`config.mk`:
```
export PLATFORM = sky130hd
export DESIGN_NAME = muldiv_ctrl
export DESIGN_NICKNAME = d
export VERILOG_FILES = /design/src/rtl/muldiv_ctrl.sv
export SDC_FILE = /design/constraint.sdc
export NUM_CORES = 1
export LEC_CHECK = 0
export CORE_UTILIZATION = 60
export CTS_CLUSTER_SIZE = 25
export DETAILED_ROUTE_END_ITERATION = 12
export PLACE_DENSITY_LB_ADDON = 0.08
export SYNTH_ARGS = -nofsm -noshare
export SYNTH_HDL_FRONTEND = slang
export SYNTH_SLANG_ARGS = --single-unit
```
`constraint.sdc`:
```
create_clock -name i_clk -period 7.9 [get_ports i_clk]
set_input_delay 1.185 -clock i_clk [delete_from_list [all_inputs] [get_ports i_clk]]
set_output_delay 1.185 -clock i_clk [all_outputs]
set_load 0.02 [all_outputs]
```
`src/rtl/muldiv_ctrl.sv`:
```
// Iterative MULT/MULTU/DIV/DIVU sequencer holding the architectural HI/LO pair.
// One start pulse launches a WIDTH-cycle shift-add or restoring shift-subtract, then a sign-fix cycle.
module muldiv_ctrl #(
  parameter int WIDTH = 32
) (
  input  logic             i_clk,
  input  logic             i_rst,
  input  logic             i_start,
  input  logic [1:0]       i_op,
  input  logic [WIDTH-1:0] i_a,
  input  logic [WIDTH-1:0] i_b,
  input  logic             i_mthi,
  input  logic             i_mtlo,
  output logic             o_busy,
  output logic             o_done,
  output logic [WIDTH-1:0] o_hi,
  output logic [WIDTH-1:0] o_lo,
  output logic [1:0]       o_state
);

  localparam int CW = $clog2(WIDTH);
  localparam logic [CW-1:0] LAST_CNT = CW'(WIDTH - 1);

  typedef enum logic [1:0] {
    S_IDLE = 2'd0,
    S_CALC = 2'd1,
    S_FIX  = 2'd2
  } state_t;

  state_t             r_state;
  state_t             w_next;
  logic [CW-1:0]      r_cnt;
  logic [1:0]         r_op;
  logic               r_sign_a;
  logic               r_sign_b;
  logic [WIDTH-1:0]   r_opnd;
  logic [2*WIDTH-1:0] r_acc;
  logic [WIDTH-1:0]   r_hi;
  logic [WIDTH-1:0]   r_lo;
  logic               r_done;

  // Handshake: i_start is a request accepted only when the FSM is in IDLE (o_busy low);
  // there is no queue, so a request raised while busy is simply lost.
  logic w_accept;
  assign w_accept = (r_state == S_IDLE) && i_start;

  logic             w_in_signed;
  logic             w_a_neg;
  logic             w_b_neg;
  logic [WIDTH-1:0] w_a_mag;
  logic [WIDTH-1:0] w_b_mag;

  assign w_in_signed = ~i_op[0];
  assign w_a_neg     = w_in_signed & i_a[WIDTH-1];
  assign w_b_neg     = w_in_signed & i_b[WIDTH-1];
  assign w_a_mag     = w_a_neg ? -i_a : i_a;
  assign w_b_mag     = w_b_neg ? -i_b : i_b;

  logic w_is_div;
  logic w_signed;
  assign w_is_div = r_op[1];
  assign w_signed = ~r_op[0];

  // Multiply: r_acc = {partial high, multiplier bits not yet consumed}, r_opnd = multiplicand.
  logic [WIDTH:0]     w_mul_sum;
  logic [2*WIDTH-1:0] w_mul_next;
  assign w_mul_sum  = {1'b0, r_acc[2*WIDTH-1:WIDTH]} + (r_acc[0] ? {1'b0, r_opnd} : '0);
  assign w_mul_next = {w_mul_sum, r_acc[WIDTH-1:1]};

  // Divide: r_acc = {partial remainder, dividend/quotient}, r_opnd = divisor.
  logic [WIDTH:0]     w_div_shift;
  logic               w_div_ge;
  logic [WIDTH-1:0]   w_div_diff;
  logic [2*WIDTH-1:0] w_div_next;
  assign w_div_shift = r_acc[2*WIDTH-1:WIDTH-1];
  assign w_div_ge    = w_div_shift >= {1'b0, r_opnd};
  assign w_div_diff  = w_div_shift[WIDTH-1:0] - r_opnd;
  assign w_div_next  = {(w_div_ge ? w_div_diff : w_div_shift[WIDTH-1:0]),
                        r_acc[WIDTH-2:0], w_div_ge};

  logic [2*WIDTH-1:0] w_prod;
  logic [WIDTH-1:0]   w_quo;
  logic [WIDTH-1:0]   w_rem;
  logic               w_div0;
  assign w_prod = (w_signed & (r_sign_a ^ r_sign_b)) ? -r_acc : r_acc;
  assign w_quo  = (w_signed & (r_sign_a ^ r_sign_b)) ? -r_acc[WIDTH-1:0] : r_acc[WIDTH-1:0];
  assign w_rem  = (w_signed & r_sign_a) ? -r_acc[2*WIDTH-1:WIDTH] : r_acc[2*WIDTH-1:WIDTH];
  // With a zero divisor every step subtracts nothing, so the remainder ends as |a|
  // and the sign fix above restores a; only LO needs forcing.
  assign w_div0 = (r_opnd == '0);

  always_ff @(posedge i_clk or posedge i_rst) begin
    if (i_rst) r_state <= S_IDLE;
    else       r_state <= w_next;
  end

  always_comb begin
    w_next = r_state;
    case (r_state)
      S_IDLE:  if (i_start) w_next = S_CALC;
      S_CALC:  if (r_cnt == LAST_CNT) w_next = S_FIX;
      S_FIX:   w_next = S_IDLE;
      default: w_next = S_IDLE;
    endcase
  end

  always_ff @(posedge i_clk or posedge i_rst) begin
    if (i_rst) begin
      r_cnt    <= '0;
      r_op     <= '0;
      r_sign_a <= 1'b0;
      r_sign_b <= 1'b0;
      r_opnd   <= '0;
      r_acc    <= '0;
      r_hi     <= '0;
      r_lo     <= '0;
      r_done   <= 1'b0;
    end else begin
      r_done <= (r_state == S_FIX);
      case (r_state)
        S_IDLE: begin
          if (w_accept) begin
            r_op     <= i_op;
            r_sign_a <= w_a_neg;
            r_sign_b <= w_b_neg;
            r_cnt    <= '0;
            r_opnd   <= i_op[1] ? w_b_mag : w_a_mag;
            r_acc    <= {{WIDTH{1'b0}}, (i_op[1] ? w_a_mag : w_b_mag)};
          end else begin
            if (i_mthi) r_hi <= i_a;
            if (i_mtlo) r_lo <= i_a;
          end
        end
        S_CALC: begin
          r_acc <= w_is_div ? w_div_next : w_mul_next;
          r_cnt <= r_cnt + 1'b1;
        end
        S_FIX: begin
          if (w_is_div) begin
            r_hi <= w_rem;
            r_lo <= w_div0 ? {WIDTH{1'b1}} : w_quo;
          end else begin
            r_hi <= w_prod[2*WIDTH-1:WIDTH];
            r_lo <= w_prod[WIDTH-1:0];
          end
        end
        default: ;
      endcase
    end
  end

  assign o_busy  = (r_state != S_IDLE);
  assign o_done  = r_done;
  assign o_hi    = r_hi;
  assign o_lo    = r_lo;
  assign o_state = r_state;

endmodule
```
* Word-level counts from Yosys, hierarchy flattened
Cells that the tools add are included.
** Word-level totals
- Memories :: 0
- Bits in writable memories :: 0
- Bits in latches :: 0
- Word-level logic and storage cells :: 72
- Output and inout port bits :: 68
- Bits in read-only memories :: 0
- Input port bits :: 71
- Register bits :: 172
** Cells by class
- Divide/modulo/power cells :: 0
- Muxes and demuxes :: 26
- Bitwise logic cells :: 7
- Reductions and logical operators :: 11
- $lt $le $gt $ge :: 1
- Shift operators :: 0
- Add/sub/neg operators :: 8
- Multipliers :: 0
- Eq/ne operators :: 9
** Operators with widths (count)
- $mux 32 :: 15
- $mux 64 :: 3
- $neg 32->32 :: 4
- $pmux 32 s2 :: 2
- $pmux 64 s2 :: 1
- $neg 64->64 :: 1
- $add 32x32->33 :: 1
- $ge 33x32->1 :: 1
- $logic_not 32->1 :: 1
- $sub 32x32->32 :: 1
- $ne 2x2->1 const B :: 6
- $pmux 5 s2 :: 1
- $reduce_and 2->1 :: 3
- $reduce_and 3->1 :: 2
- $reduce_bool 2->1 :: 3
- $add 5x1->5 const B :: 1
- $eq 5x5->1 const B :: 1
- $mux 5 :: 1
- $and 1x1->1 :: 4
- $mux 2 :: 2
- $pmux 2 s2 :: 1
- $eq 2x1->1 const B :: 1
- $eq 2x2->1 const B :: 1
- $logic_not 2->1 :: 1
- other kinds (3) :: 4

* Logic depth before layout (Yosys ltp)
- Depth in word-level cells :: 6
- Depth in mapped cells :: 14
- Depth with buffers taken out :: 13

* Worst setup path before layout
No wires, ideal clock.
- Path type :: input to register
- From :: input port i_a[11]
- To :: register r_opnd[27]
- Required time :: 7.775 ns
- Setup time :: 0.125 ns
- Path buffers :: 1
- Setup slack :: 4.638 ns
- Stages on the path :: 10
- Arrival :: 3.137 ns
- Cells stage by stage :: clkbuf_1 > or4_1 > nor4_1 > nand2_1 > nor3_2 > nand2_1 > nand2_1 > xor2_1 > mux2i_1 > mux2_2
** Between the ends
- Cells in the longest elaborated chain, start to end :: 3
** Ends and longest elaborated chain
- from (decl) :: RTL line 10 : input logic [WIDTH-1:0] i_a,
- $neg 32->32 :: RTL line 56 : assign w_a_mag = w_a_neg ? -i_a : i_a;
- $mux 32 :: RTL line 56
- $mux 32 :: RTL line 127 : r_opnd <= i_op[1] ? w_b_mag : w_a_mag;
- to (signal assigned) :: RTL line 127
- to (decl) :: RTL line 36 : logic [WIDTH-1:0] r_opnd;
No other way between the ends.
A chain may end at the register's enable or synchronous reset.

* Final worst setup path
- From :: register r_acc[0]
- To :: register r_acc[62]
** Between the ends
- Cells in the longest elaborated chain, start to end :: 4
** Ends and longest elaborated chain
- from (decl) :: RTL line 37 : logic [2*WIDTH-1:0] r_acc;
- from (signal assigned) :: RTL line 128 : r_acc <= {{WIDTH{1'b0}}, (i_op[1] ? w_a_mag : w_b_mag)};
- from (signal assigned) :: RTL line 135 : r_acc <= w_is_div ? w_div_next : w_mul_next;
- $mux 32 :: RTL line 67 : assign w_mul_sum = {1'b0, r_acc[2*WIDTH-1:WIDTH]} + (r_acc[0] ? {1'b0, r_opnd} : '0);
- $add 32x32->33 :: RTL line 67
- $mux 64 :: RTL line 135
- $pmux 64 s2 :: RTL line 120 : case (r_state)
No other way between the ends.

==> impl_metrics.env <==
export IMPL_firstDrtPassIters=6
export IMPL_synth_cells=1895
export IMPL_layout_area_overhead_vs_synth_pct=14.0
export IMPL_pwr_share_clk_pct=10.5
export IMPL_rr_worst_depth=12
export IMPL_clock_latency_ns=0.45
export IMPL_grt_max_degree=83
export IMPL_clock_skew_ns=0.0150
export IMPL_drt_iter0_markers=1753
export IMPL_worst_pin_slew_ns=1.29
export IMPL_finalCritPeriodShare_pct=51.1
export IMPL_die_w_um=160
export IMPL_syn_area_um2=15000
export IMPL_crit_chain="inv_1 > buf_4 > nor2_1 > ha_1 > a21oi_1 > o21ai_0 > a2111oi_0 > nand3_1 > a41oi_1 > o21ai_0 > xor2_1 > a211o_1"
export IMPL_cts_max_level=4
export IMPL_rrSetupSlack_ns=3.86
export IMPL_grt_pass1_vias=14500
export IMPL_wire_per_inst_um=22.7
export IMPL_routed_wl_mm=52.0
export IMPL_cts_made_buffers=17
export IMPL_final_antenna_net_count=0
export IMPL_setup_viol=0
export IMPL_clkTransAtPathRegs_ns=0.08
export IMPL_p_leak_nw=7.02
export IMPL_antenna_cells=0
export IMPL_num_vias=15300
export IMPL_min_to="r_cnt[3]"
export IMPL_async_flop_share_pct=100
export IMPL_worst_slack_ns=3.86
export IMPL_fin_crit_ns=4.04
export IMPL_crit_fanout=18
export IMPL_whs_path_depth=1
export IMPL_fin_nets=2096
export IMPL_post_dp_cell_area_um2=16500
export IMPL_cts_resized_gates=0
export IMPL_fin_setup_tns_ns=0
export IMPL_die_height_um=160
export IMPL_vias_per_cell=6.68
export IMPL_layout_cells_most_common="nand2_1"
export IMPL_numPortBuffers=138
export IMPL_rsz0062_at_grt="false"
export IMPL_synth_edf_count=0
export IMPL_die_area_um2=25600
export IMPL_drc=0
export IMPL_syn_avg_cell_area_um2=7.90
export IMPL_cp_data_arrival_time_ns=4.38
export IMPL_cp_slowest_stage_delay_ns=0.49
export IMPL_grt_usage_pct=40.3
export IMPL_hold_class="flip-flop to flip-flop"
export IMPL_holdBufCountCts=0
export IMPL_dp_final_hpwl_mm=38.3
export IMPL_power_density_nw_per_um2=502
export IMPL_power_frac_seq_pct=22.7
export IMPL_slew_headroom_pct=13.8
export IMPL_ys_seq_area_share_pct=28.7
export IMPL_crit_path_top_delay_cell="a41oi_1"
export IMPL_yosysWarnings=0
export IMPL_fmax_mhz=248
export IMPL_synth_distinct_cells=79
export IMPL_critPathKind="flip-flop to flip-flop"
export IMPL_floorplan_initialDensity_pct=61.4
export IMPL_clockBufferDepth=2
export IMPL_internal_power_mw=4.18
export IMPL_final_cell_mix="183 x nand2_1, 181 x a21oi_1, 171 x dfrtp_1"
export IMPL_gr_total_overflow=0
export IMPL_cts_setup_buffers=0
export IMPL_grt_pass1_wl_mm=80.7
export IMPL_timing_hold_violations_final=0
export IMPL_path_common_cell="o21ai_0"
export IMPL_swShare_pct=51.3
export IMPL_maxSlewViolCount=0
export IMPL_switching_power_mw=4.39
export IMPL_syn_nets=2038
export IMPL_r2r_end="r_acc[62]"
export IMPL_fin_area_um2=17100
export IMPL_status="complete, no violations"
export IMPL_grt_antenna_before_repair=0
export IMPL_max_cap_violations=0
export IMPL_rr_startpoint="r_acc[0]"
export IMPL_p_comb_share_pct=66.8
export IMPL_ys_seq_elements=172
export IMPL_hp_start="r_cnt[3]"
export IMPL_clockRootBuffer="clkbuf_16"
export IMPL_synth_ff_type="dfrtp_1"
export IMPL_max_vdd_ir_drop_v=0.000274
export IMPL_crit_family="compound AO/OA/AOI/OAI gates"
export IMPL_drive_above_1_share_pct=4.78
export IMPL_core_area_um2=24400
export IMPL_critPathLaunchType="flip-flop"
export IMPL_cts_tree="yes"
export IMPL_std_cell_rows=57
export IMPL_cts_num_sinks=172
export IMPL_required_ns=8.24
export IMPL_crit_buf_inv=2
export IMPL_ios=139
export IMPL_endpoint_kind="flip-flop"
export IMPL_routabilityCongestion=0.968
export IMPL_place_ws_ns=3.76
## cell families (layout without fill, tap and decap cells)
logic type / count (synthesis) / in the layout / synth area share (%)
multiplexers: 77 / 77 / 5.22
buffers and inverters: 195 / 266 / 4.96
AO/OA/AOI/OAI: 633 / 633 / 26.9
XOR/XNOR: 167 / 167 / 9.77
adder cells (fa/ha/maj): 72 / 72 / 6.12
AND/OR/NAND/NOR: 579 / 579 / 18.3
flip-flops: 172 / 172 / 28.7
## cell usage after synthesis, drive strengths merged (4+ instances only)
master  instances  area (µm²)
nor2          161         604
o21a           16         120
a221oi          6        52.6
buf            21        88.8
o21bai         11        82.6
a211oi         35         263
and2           14        87.6
a22oi          16         120
a221o          33         330
nor3           47         240
ha             70         876
mux2            9         101
nand4          14        87.6
xor2           71         622
or3            14        98.9
a21o           20         150
nor2b          28         175
o211ai         39         298
mux2i          68         681
o21ai         169         857
a41oi           4        35.0
xnor2          96         841
a31o            5        43.8
nand2         184         691
a31oi          36         225
or2             4        25.0
nor4           27         169
nor3b           4        35.0
or4             7        56.3
a311oi          5        43.8
a21oi         181         906
o31ai          13        97.6
dfrtp         172        4300
inv            76         285
nand3b          5        37.5
and3            8        50.1
nand2b         17         106
o221ai          5        43.8
clkbuf         98         369
o41ai           7        68.8
a211o           7        61.3
nand3          33         165
## registers in the layout, indices dropped and copies added, names as in the netlist
| signal | count |
|---|---|
| r_acc | 64 |
| o_hi | 32 |
| o_lo | 32 |
| r_opnd | 32 |
| r_cnt | 5 |
| o_state | 2 |
| r_op | 2 |
| o_done | 1 |
| r_sign_a | 1 |
| r_sign_b | 1 |
## stage by stage
| step | cells | total power [mW] | utilization [%] | hold WS, ns |
|---|---|---|---|---|
| final | 2290 | 8.57 | 70.0 | 0.504 |
| after global routing | 2290 | 9.14 | 70.0 | 0.526 |
| after CTS | 2290 | 8.43 | 70.0 | 0.502 |
| after detailed placement | 2258 | 7.50 | 67.6 | 0.489 |
| after global placement | 2258 | 7.38 | 67.6 | 0.489 |
| after floorplan | 1895 | 5.86 | - | 0.449 |
## layout make-up
class                           instances  area (µm²)
Fill cell                            2037        7310
Inverter                               76         290
Multi-Input combinational cell       1528        9950
Tap cell                              324         405
Sequential cell                       172        4310
Clock buffer                           17         425
Clock inverter                         15         175
Timing Repair Buffer                  158        1530
## power groups by stage
| stage | sequential, mW | clock, mW | combinational [mW] |
|---|---|---|---|
| floorplan | 1.90 | 0 | 3.96 |
| global placement | 1.90 | 0 | 5.48 |
| detailed placement | 1.92 | 0 | 5.59 |
| CTS | 1.91 | 0.893 | 5.63 |
| global route | 1.98 | 0.926 | 6.24 |
| finish | 1.95 | 0.896 | 5.73 |
## routing by layer
metal,GRT usage [%],vias to the layer above,wire (µm)
met5,0,-,0
met4,15.6,0,1860
met3,5.32,141,4570
met2,65.4,836,23800
met1,54.7,7291,21700
li1,-,7019,-
## worst max-delay path by stage
stage / startpoint / end / slack, ns / cells after the start
after CTS: r_acc[0] / r_acc[62] / 3.90 / 11
final: r_acc[0] / r_acc[62] / 3.86 / 12
after floorplan: i_rst / o_done / 2.05 / 1
after global routing: r_acc[0] / r_acc[60] / 3.48 / 13
after global placement: i_b[13] / r_opnd[27] / 3.81 / 10
after detailed placement: i_b[11] / r_opnd[27] / 3.76 / 10
No activity file was read; power rests on OpenSTA's default activity.
